===== src/rtl/misc_pkg.sv =====
// Shared fetch/decode definitions: datapath defaults, instruction field positions,
// base opcodes and the fetch FSM state type.
package misc_pkg;

    localparam int unsigned XLEN_DEF     = 32;
    localparam logic [31:0] RESET_PC_DEF = 32'h0000_0000;

    localparam int unsigned OPC_LSB = 0;
    localparam int unsigned OPC_MSB = 6;
    localparam int unsigned F3_LSB  = 12;
    localparam int unsigned F3_MSB  = 14;
    localparam int unsigned F7_LSB  = 25;
    localparam int unsigned F7_MSB  = 31;

    localparam logic [6:0] OPC_LOAD   = 7'b000_0011;
    localparam logic [6:0] OPC_OP_IMM = 7'b001_0011;
    localparam logic [6:0] OPC_AUIPC  = 7'b001_0111;
    localparam logic [6:0] OPC_STORE  = 7'b010_0011;
    localparam logic [6:0] OPC_OP     = 7'b011_0011;
    localparam logic [6:0] OPC_LUI    = 7'b011_0111;
    localparam logic [6:0] OPC_BRANCH = 7'b110_0011;
    localparam logic [6:0] OPC_JALR   = 7'b110_0111;
    localparam logic [6:0] OPC_JAL    = 7'b110_1111;
    localparam logic [6:0] OPC_SYSTEM = 7'b111_0011;

    typedef enum logic [1:0] {
        FetchIdle,
        FetchReq,
        FetchWait
    } fetch_state_e;

    // True for opcodes whose outcome may redirect fetch.
    function automatic logic is_control_flow(input logic [6:0] opcode);
        return (opcode == OPC_BRANCH) || (opcode == OPC_JAL) || (opcode == OPC_JALR);
    endfunction

endpackage


===== src/rtl/instr_fetch_unit.sv =====
// Single-outstanding instruction fetch with a one-entry output slot feeding decode.
// Redirects flush the slot and discard any response still in flight.
module instr_fetch_unit
    import misc_pkg::*;
#(
    parameter int unsigned     XLEN     = XLEN_DEF,
    parameter logic [XLEN-1:0] RESET_PC = XLEN'(RESET_PC_DEF)
) (
    input  logic            clk,
    input  logic            rst,

    output logic            imem_req_valid,
    input  logic            imem_req_ready,
    output logic [XLEN-1:0] imem_req_addr,
    input  logic            imem_rsp_valid,
    input  logic [31:0]     imem_rsp_data,

    input  logic            redirect_valid,
    input  logic [XLEN-1:0] redirect_pc,

    output logic            out_valid,
    input  logic            out_ready,
    output logic [XLEN-1:0] out_pc,
    output logic [31:0]     out_instr,
    output logic [6:0]      out_opcode,
    output logic [2:0]      out_func3,
    output logic [7:0]      out_func7
);

    fetch_state_e    state_q, state_d;
    logic [XLEN-1:0] pc_q, pc_d;
    logic            drop_q, drop_d;
    logic            out_valid_q, out_valid_d;
    logic [XLEN-1:0] out_pc_q, out_pc_d;
    logic [31:0]     out_instr_q, out_instr_d;

    logic            slot_free;
    logic            req_fire;
    logic [XLEN-1:0] redirect_target;
    logic            unused_redirect_lsbs;

    // Issuing only when the slot is empty or draining guarantees room for the response.
    assign slot_free       = !out_valid_q || out_ready;
    assign imem_req_valid  = (state_q == FetchReq) && slot_free;
    assign imem_req_addr   = pc_q;
    assign req_fire        = imem_req_valid && imem_req_ready;
    assign redirect_target = {redirect_pc[XLEN-1:2], 2'b00};
    assign unused_redirect_lsbs = ^redirect_pc[1:0];

    always_comb begin
        state_d     = state_q;
        pc_d        = pc_q;
        drop_d      = drop_q;
        out_valid_d = out_valid_q && !out_ready;
        out_pc_d    = out_pc_q;
        out_instr_d = out_instr_q;

        unique case (state_q)
            FetchIdle: state_d = FetchReq;
            FetchReq: begin
                if (req_fire) begin
                    state_d = FetchWait;
                end
            end
            FetchWait: begin
                if (imem_rsp_valid) begin
                    state_d = FetchReq;
                    if (drop_q) begin
                        drop_d = 1'b0;
                    end else if (!redirect_valid) begin
                        out_valid_d = 1'b1;
                        out_pc_d    = pc_q;
                        out_instr_d = imem_rsp_data;
                        pc_d        = pc_q + XLEN'(4);
                    end
                end
            end
            default: state_d = FetchIdle;
        endcase

        // A request left in flight by the redirect must have its response discarded.
        if (redirect_valid) begin
            out_valid_d = 1'b0;
            pc_d        = redirect_target;
            if (((state_q == FetchWait) && !imem_rsp_valid) ||
                ((state_q == FetchReq) && req_fire)) begin
                drop_d = 1'b1;
            end
        end
    end

    always_ff @(posedge clk) begin
        if (rst) begin
            state_q     <= FetchIdle;
            pc_q        <= RESET_PC;
            drop_q      <= 1'b0;
            out_valid_q <= 1'b0;
            out_pc_q    <= '0;
            out_instr_q <= '0;
        end else begin
            state_q     <= state_d;
            pc_q        <= pc_d;
            drop_q      <= drop_d;
            out_valid_q <= out_valid_d;
            out_pc_q    <= out_pc_d;
            out_instr_q <= out_instr_d;
        end
    end

    assign out_valid  = out_valid_q;
    assign out_pc     = out_pc_q;
    assign out_instr  = out_instr_q;
    assign out_opcode = out_instr_q[OPC_MSB:OPC_LSB];
    assign out_func3  = out_instr_q[F3_MSB:F3_LSB];
    assign out_func7  = {1'b0, out_instr_q[F7_MSB:F7_LSB]};

endmodule


===== config.mk =====
export PLATFORM = sky130hd
export DESIGN_NAME = instr_fetch_unit
export DESIGN_NICKNAME = d
export VERILOG_FILES = /design/src/rtl/misc_pkg.sv /design/src/rtl/instr_fetch_unit.sv
export SDC_FILE = /design/constraint.sdc
export NUM_CORES = 1
export LEC_CHECK = 0
export ABC_CLOCK_PERIOD_IN_PS = 2100
export CAP_MARGIN = 20
export CORE_ASPECT_RATIO = 0.7
export CORE_MARGIN = 2
export CORE_UTILIZATION = 42
export DETAILED_ROUTE_END_ITERATION = 12
export PLACE_DENSITY = 0.81
export SYNTH_ARGS = -nofsm -noshare
export SYNTH_HDL_FRONTEND = slang
export SYNTH_SLANG_ARGS = --single-unit

===== constraint.sdc =====
create_clock -name clk -period 2.1 [get_ports clk]
set_input_delay 0.315 -clock clk [delete_from_list [all_inputs] [get_ports clk]]
set_output_delay 0.315 -clock clk [all_outputs]
set_load 0.1 [all_outputs]

Word level (Yosys, flattened, before mapping)
Cells that the tools add are included.
{ "totals": {"ff_bits": 100, "inputBits": 70, "out_inout_bits": 116, "word_cells": 47} }
{ "op_classes": {"addsub": 1, "n_eq_ne": 5, "muxes": 14, "bitwise": 2, "reduce_logical": 18} }
{ "ops": {"columns": ["operator", "count"], "rows": [
  ["$mux W32", 4],
  ["$add A32 B3 Y32 const B", 1],
  ["$mux W1", 7],
  ["$ne A2 B2 Y1 const B", 3],
  ["$pmux W2 S3", 1],
  ["$reduce_and A3 Y1", 2],
  ["$logic_and A1 B1 Y1", 5],
  ["$mux W2", 2],
  ["$reduce_and A4 Y1", 1],
  ["$reduce_bool A2 Y1", 2],
  ["$logic_not A1 Y1", 3],
  ["$eq A2 B1 Y1 const B", 1],
  ["$eq A2 B2 Y1 const B", 1],
  ["$logic_not A2 Y1", 1],
  ["$logic_or A1 B1 Y1", 2],
  ["$not A1 Y1", 2],
  ["$reduce_and A2 Y1", 1],
  ["$reduce_or A2 Y1", 1]
]} }

Depth between registers and ports, before layout
Gate-level depths: netlist of run 1.
{ "depth": {"ltp_word": 8, "depth_mapped": 6, "ltp_nobuf": 5} }

Least setup slack after synthesis of run 1
Ideal clock, no wire load.
{ "synth_path": {"kind": "register -> register", "from": "reg pc_q[2], in the netlist imem_req_addr[2]", "to": "reg pc_q[20], in the netlist imem_req_addr[20]", "setup_time_ns": 0.120, "arrival_ns": 2.470, "t_required_ns": 1.980, "path_slack_ns": -0.490, "path_stages_with_launch": 7, "path_buffers": 1, "synth_period_minus_slack_ns": 2.590, "path_cell_list": "dfxtp_1 ha_1 and3_1 nand4_4 clkbuf_1 o31a_1 o31a_1"} }
{ "synth_via": {"elab_chain_cells": 5} }
{ "synth_lines": {"columns": ["item", "line_no", "rtl"], "rows": [
  ["start: declaration", "instr_fetch_unit.sv:31", "logic [XLEN-1:0] pc_q, pc_d;"],
  ["start signal: assignment", "instr_fetch_unit.sv:102", "pc_q <= pc_d;"],
  ["$add A32 B3 Y32", "instr_fetch_unit.sv:74", "pc_d = pc_q + XLEN'(4);"],
  ["$mux W32", "instr_fetch_unit.sv:68", "if (drop_q) begin"],
  ["$mux W32", "instr_fetch_unit.sv:66", "if (imem_rsp_valid) begin"],
  ["$mux W32", "instr_fetch_unit.sv:58", "unique case (state_q)"],
  ["$mux W32", "instr_fetch_unit.sv:82", "if (redirect_valid) begin"]
]} }
Every way passes these cells. The select of a mux whose other input is x is not followed.
A chain may end at the register's enable or synchronous reset.

Final worst setup path of run 1
{ "layout_path": {"from": "in imem_rsp_valid", "to": "reg pc_q[31], in the netlist imem_req_addr[31]"} }
{ "layout_via": {"elab_chain_cells": 2} }
{ "layout_lines": {"columns": ["item", "line_no", "rtl"], "rows": [
  ["start: declaration", "instr_fetch_unit.sv:15", "input logic imem_rsp_valid,"],
  ["$reduce_bool A2 Y1 (no source line)", null, null],
  ["$reduce_and A3 Y1 (no source line)", null, null]
]} }
Every way passes these cells.

==> results of run 1 <==
## layer usage
layer | up-vias | GRT usage | wire, µm
li1 | 2091 | - | -
met4 | 0 | 0.0731 | 152
met1 | 1950 | 0.272 | 5030
met5 | - | 0 | 0
met3 | 17 | 0.0733 | 1070
met2 | 165 | 0.358 | 5720
## power by group
| part | internal (mW) | switching [mW] |
|---|---|---|
| Combinational | 0.245 | 0.564 |
| Sequential | 1.88 | 0.0871 |
| Clock | 0.954 | 0.686 |
## state kept, by name, summed over array words and instances (netlist names)
name / count
drop_q: 1
imem_req_addr: 30
out_valid: 1
out_pc: 30
state_q: 2
out_instr: 32
## layout make-up
| cell class | count | area (µm²) | share of cell area |
|---|---|---|---|
| inverter | 7 | 26.3 | 0.00433 |
| tap | 128 | 160 | 0.0264 |
| clock inverter | 4 | 30.0 | 0.00495 |
| clock buffer | 12 | 279 | 0.0460 |
| sequential | 96 | 1960 | 0.324 |
| multi-input combinational | 361 | 1910 | 0.314 |
| timing repair buffer | 197 | 1700 | 0.281 |
## synthesized netlist by cell type
library cell,number
clkinv_1,1
a41oi_1,1
a211oi_1,8
or3_1,5
or4_1,14
nor2b_1,1
and4_1,5
and2_1,1
buf_2,1
nand3_1,9
nand4_1,9
nand2_1,139
o21ai_0,6
and3_1,4
a311oi_1,18
a21oi_1,65
nand2b_1,2
inv_1,6
xor2_1,6
dfxtp_1,96
ha_1,1
o31a_1,2
nor2_1,31
o21bai_1,3
nor3b_1,1
conb_1,1
o31ai_1,15
nand4_4,1
and4bb_1,1
nand4bb_1,1
buf_4,23
xnor2_1,2
nor4_1,2
clkbuf_1,33
a31oi_1,3
## through the flow
step           setup WS, ns  hold slack, ns  instances
3_5_place_dp         -0.248           0.448        789
2_1_floorplan      0.000178           0.393        521
6_report             0.0710           0.443        805
5_1_grt           0.0000255           0.444        805
4_1_cts               0.104           0.426        805
3_3_place_gp         -0.214           0.443        789
## worst max-delay path, cell delays in order
cell	delay (ns)
clkdlybuf4s50_1	0.52
and4bb_1	0.20
buf_4	0.16
nand4_1	0.10
buf_4	0.21
or4_1	0.51
a311oi_2	0.27
## cell families (layout without fill, tap and decap cells)
| family | Yosys count | after routing | share of synthesized area |
|---|---|---|---|
| simple gates | 226 | 226 | 0.251 |
| buf+inv | 64 | 220 | 0.0795 |
| xor+xnor | 8 | 8 | 0.0170 |
| flops | 96 | 96 | 0.466 |
| compound gates | 121 | 121 | 0.183 |
| fa+ha+maj | 1 | 1 | 0.00303 |
| other cells | 1 | 5 | 0.000909 |
## final timing paths
check / from / end / slack (ns) / cells after the start
hold / removal: rst / state_q[1]$_SDFFE_PP0P_ / 0.44 / 2
setup reg to reg: imem_req_addr[2]$_SDFFE_PP0P_ / imem_req_addr[18]$_SDFFE_PP0P_ / 0.11 / 6
hold reg to reg: out_instr[22]$_SDFFE_PP0P_ / out_instr[22]$_SDFFE_PP0P_ / 0.46 / 2
setup / recovery: imem_rsp_valid / imem_req_addr[31]$_SDFFE_PP0P_ / 0.07 / 7
## what timing repair did
action	in CTS	in global routing
endpoints found under the setup margin	0	1
hold buffers	0	0
resized for setup	0	1
==> out/metrics.csv, run 1 <==
stage,metric,value,unit
yosys,synth.distinct_cells,35,
yosys,yosysWarnings,0,
floorplan,start_util,0.429,
route,postRouteAntennaNets,0,
layout,nets,743,
layout,drive_above_1_share,0.263,
sta,fin_tns_setup,0,ns
critical_path,cp.arrival,2.28,ns
clock_tree,h-tree-depth,3,
floorplan,die_w,122,µm
power_and_ir_drop,p_total,4.42,mW
layout,diodes,0,
yosys,synth.area.top_cells,"dfxtp_1, nand2_1, a21oi_1",
clock_tree,cts-buffers-inserted,9,
yosys,postSynthAreaPerCell,7.98,µm²
power_and_ir_drop,power_density,727,nW/µm²
min_path,hold_class,in -> reg,
layout,layout_common_cells,"nand2_1, buf_4, dfxtp_1",
route,vias,4223,
sta,rsz0062_at_grt,no,
sta,skew,0.00962,ns
sta,drv_slew,0,
yosys,yosys_register_bits,96,
job,cap_violations,0,
global_routing,gr-usage-all-layers,0.219,
critical_path,critPathMaxFanout,18,
sta,setup-violations-final,0,
global_routing,grt_pass1_vias,3878,
layout,utilization,0.632,
sta,finalHoldViolations,0,
clock_tree,clock_sinks,96,
clock_tree,post-cts-setup-buffer-count,0,
floorplan,coreArea,9610,µm²
critical_path,crit_required,2.35,ns
global_routing,grt_antenna_before_repair,0,
critical_path,crit_path_end_kind,flip-flop,
clock_tree,cts_tree,done,
yosys,syn_area,4120,µm²
sta,post-route-min-period,2.03,ns
layout,final_cell_area,6070,µm²
placed_design,placed_cell_area,5750,µm²
global_routing,grt_pass1_wl,18.4,mm
critical_path,critical_path_class,in -> reg,
power_and_ir_drop,ir_drop,0.411,mV
placed_design,routabilityCongestion,0.804,
route,wirelength,12.0,mm
critical_path,crit_path_start_kind,input pin,
yosys,netlist.area_leader.share,0.466,
route,dr.pass1.iters,4,
sta,fmax,493,MHz
floorplan,die_area,10600,µm²
global_routing,overflow,0,
sta,fin_crit_sh,0.966,
yosys,syn_inst,517,
placed_design,port-buffer-count,178,
layout,fillers,807,
route,drc,0,
clock_tree,root_buffer,clkbuf_16,
floorplan,top_level_ports,186,
layout,syn2layout_area_growth,47.2,%
route,wl_per_cell,14.9,µm
route,drtIter0Drc,219,
layout,mostFrequentLayoutCell,nand2_1,
clock_tree,cts.path.max_buffers,2,
floorplan,rows,30,
yosys,seq_area_frac_synth,0.466,
clock_tree,clkTransAtPathRegs,0.07,ns
route,viasPerCell,5.25,
outcome,outcome,finished clean,
power_and_ir_drop,p_leak,2.32,nW
yosys,synth.largest_area_cell,dfxtp_1,
floorplan,die_h,86.9,µm
global_routing,grt_max_degree,67,
placed_design,dpl.hpwl,8.54,mm
clock_tree,clkLatencyLatePin,0.34,ns
Note: power is estimated with default switching activity, not from simulation.
==> inputs of run 2 (changes only) <==
--- a/config.mk
+++ b/config.mk
@@ -10,7 +10,9 @@
 export CORE_ASPECT_RATIO = 0.7
 export CORE_MARGIN = 2
 export CORE_UTILIZATION = 42
+export CTS_CLUSTER_SIZE = 25
 export DETAILED_ROUTE_END_ITERATION = 12
+export GPL_TIMING_DRIVEN = 0
 export PLACE_DENSITY = 0.81
 export SYNTH_ARGS = -nofsm -noshare
 export SYNTH_HDL_FRONTEND = slang
==> out/metrics.csv, run 2 (synthesis results as in run 1) <==
stage,metric,value,unit,change
layout,syn2layout_area_growth,53.6,%,
layout,ff_latch_area,1960,µm²,unchanged
placed_design,dpl.hpwl,9.83,mm,+15%
route,drc,0,,unchanged
route,postRouteAntennaNets,0,,unchanged
critical_path,r2r_start,imem_req_addr[2]$_SDFFE_PP0P_,,
layout,fillers,854,,+5.8%
route,viasPerCell,5.30,,+0.94%
job,cap_violations,0,,unchanged
sta,fin_crit_sh,0.969,,+0.00327
critical_path,reg2reg_slack,0.13,ns,+0.02 ns
route,drtIter0Drc,286,,+31%
route,wl_per_cell,15.9,µm,+7.0%
sta,rsz0062_at_grt,yes,,
layout,nets,781,,+5.1%
global_routing,grt_max_degree,17,,-75%
global_routing,grt_pass1_vias,4308,,+11%
floorplan,top_level_ports,186,,unchanged
clock_tree,clkTransAtPathRegs,0.06,ns,about the same
min_path,worstHoldStart,out_instr[9]$_SDFFE_PP0P_,,
critical_path,critPathMaxFanout,10,,-8
sta,tightest_slew,0.997,ns,
floorplan,die_area,10600,µm²,unchanged
layout,utilization,0.659,,+0.0275
route,wirelength,13.4,mm,+12%
sta,skew,0.00605,ns,-0.00358 ns
route,vias,4464,,+5.7%
placed_design,routabilityCongestion,0.825,,+2.7%
sta,max_slew_margin,0.338,,
layout,diodes,0,,unchanged
clock_tree,cts_tree,done,,
critical_path,crit_path_start_kind,input pin,,
clock_tree,clock_sinks,96,,unchanged
layout,layout_common_cells,"nand2_1, dlygate4sd2_1, dfxtp_1",,
placed_design,port-buffer-count,177,,-0.56%
outcome,outcome,finished clean,,
clock_tree,clkLatencyLatePin,0.34,ns,about the same
critical_path,startpoint,imem_rsp_valid,,
sta,fmax,491,MHz,-0.34%
floorplan,coreArea,9610,µm²,unchanged
layout,largest_register_ffs,32,,unchanged
global_routing,grt_pass1_wl,21.1,mm,+15%
route,dr.pass1.iters,5,,+1
global_routing,grt_antenna_before_repair,0,,unchanged
critical_path,crit_required,2.34,ns,about the same
layout,drive_above_1_share,0.108,,-0.155
sta,post-route-min-period,2.04,ns,+0.00686 ns
min_path,hold_class,reg -> reg,,
sta,drv_slew,0,,unchanged
critical_path,critical_path_class,in -> reg,,
clock_tree,cts_hold_buf,0,,unchanged
global_routing,gr-usage-all-layers,0.254,,+0.0355
layout,multi_input_area,1900,µm²,-0.13%
power_and_ir_drop,p_leak,2.66,nW,+15%
clock_tree,h-tree-depth,3,,unchanged
power_and_ir_drop,ir_drop,0.441,mV,+7.3%
critical_path,crit_path_end_kind,flip-flop,,
placed_design,dp_slack,-0.466,ns,-0.218 ns
sta,setup_slack,0.0642,ns,-0.00686 ns
floorplan,rows,30,,unchanged
layout,mostFrequentLayoutCell,nand2_1,,
clock_tree,cts.path.max_buffers,2,,unchanged
floorplan,start_util,0.429,,unchanged
power_and_ir_drop,power_density,714,nW/µm²,-1.9%
critical_path,cp.arrival,2.28,ns,about the same
critical_path,endpoint,imem_req_addr[30]$_SDFFE_PP0P_,,
sta,hold_ws,0.453,ns,+0.00986 ns
sta,finalHoldViolations,0,,unchanged
floorplan,die_h,86.9,µm,unchanged
floorplan,die_w,122,µm,unchanged
clock_tree,cts-buffers-inserted,9,,unchanged
critical_path,r2r_cells,5,,-1
global_routing,overflow,0,,unchanged
critical_path,worst_r2r_endpoint,imem_req_addr[30]$_SDFFE_PP0P_,,
clock_tree,root_buffer,clkbuf_16,,
sta,setup-violations-final,0,,unchanged
run 2: cell types whose count changed in the layout (fill, tap and decap cells not counted), sizes merged:
cell           before  now
dlygate4sd2         0  110
clkinv              2    1
clkdlybuf4s15       0    1
bufinv              0    2
buf               131   28
inv                 8    9
clkbuf             12   40
run 2: worst min-delay path by stage:
stage / cells past startpoint / slack [ns] / end
2_1_floorplan: 1 / 0.39 / out_valid$_SDFF_PP0_
5_1_grt: 2 / 0.48 / out_instr[24]$_SDFFE_PP0P_
3_3_place_gp: 2 / 0.44 / out_instr[8]$_SDFFE_PP0P_
6_report: 2 / 0.45 / out_instr[9]$_SDFFE_PP0P_
4_1_cts: 2 / 0.45 / out_pc[16]$_SDFFE_PP0P_
3_5_place_dp: 2 / 0.45 / out_pc[16]$_SDFFE_PP0P_
run 2: final cells by class:
type / count / share of cell area
well taps: 128 / 0.0253
multi-input cells: 361 / 0.300
flip-flops and latches: 96 / 0.310
repair buffers: 179 / 0.261
plain buffers: 56 / 0.0492
clock inverters: 6 / 0.0140
clock buffers: 10 / 0.0362
inverters: 7 / 0.00415
run 2: stage by stage:
stage	power [mW]	TNS [ns]	std cells	instance area (µm²)
final	4.52	0	843	6330
after global placement	2.82	-23.33	826	6110
after CTS	4.54	0	844	6310
after floorplan	2.54	0	521	4180
after global routing	4.67	-0.00262	843	6330
after detailed placement	2.83	-27.18	826	6110
run 2: critical path, stage by stage:
cell             delay [ns]
clkdlybuf4s50_1        0.52
and4bb_1               0.27
buf_6                  0.17
nand4_4                0.17
or4_1                  0.54
a311oi_1               0.29
run 2: per-layer routing:
layer | vias to the layer above | track usage | share of wire | routed length (µm)
met5 | - | 0 | 0 | 0
met4 | 0 | 0.0669 | 0.0093 | 125
met3 | 14 | 0.0785 | 0.094 | 1260
met2 | 194 | 0.419 | 0.47 | 6370
met1 | 2087 | 0.326 | 0.42 | 5660
li1 | 2169 | - | - | -
run 2: timing repair:
item                       CTS  global route
buffers inserted             2             0
pin swaps                    1             0
setup endpoints to repair  158            22
resized for setup          115            13
run 2: power by group:
group,switching (mW),leakage [nW],total (mW),internal (mW)
logic,0.576,1.71,0.802,0.226
registers,0.0835,0.791,1.96,1.88
clock network,0.708,0.154,1.76,1.05
total,1.37,2.66,4.52,3.15
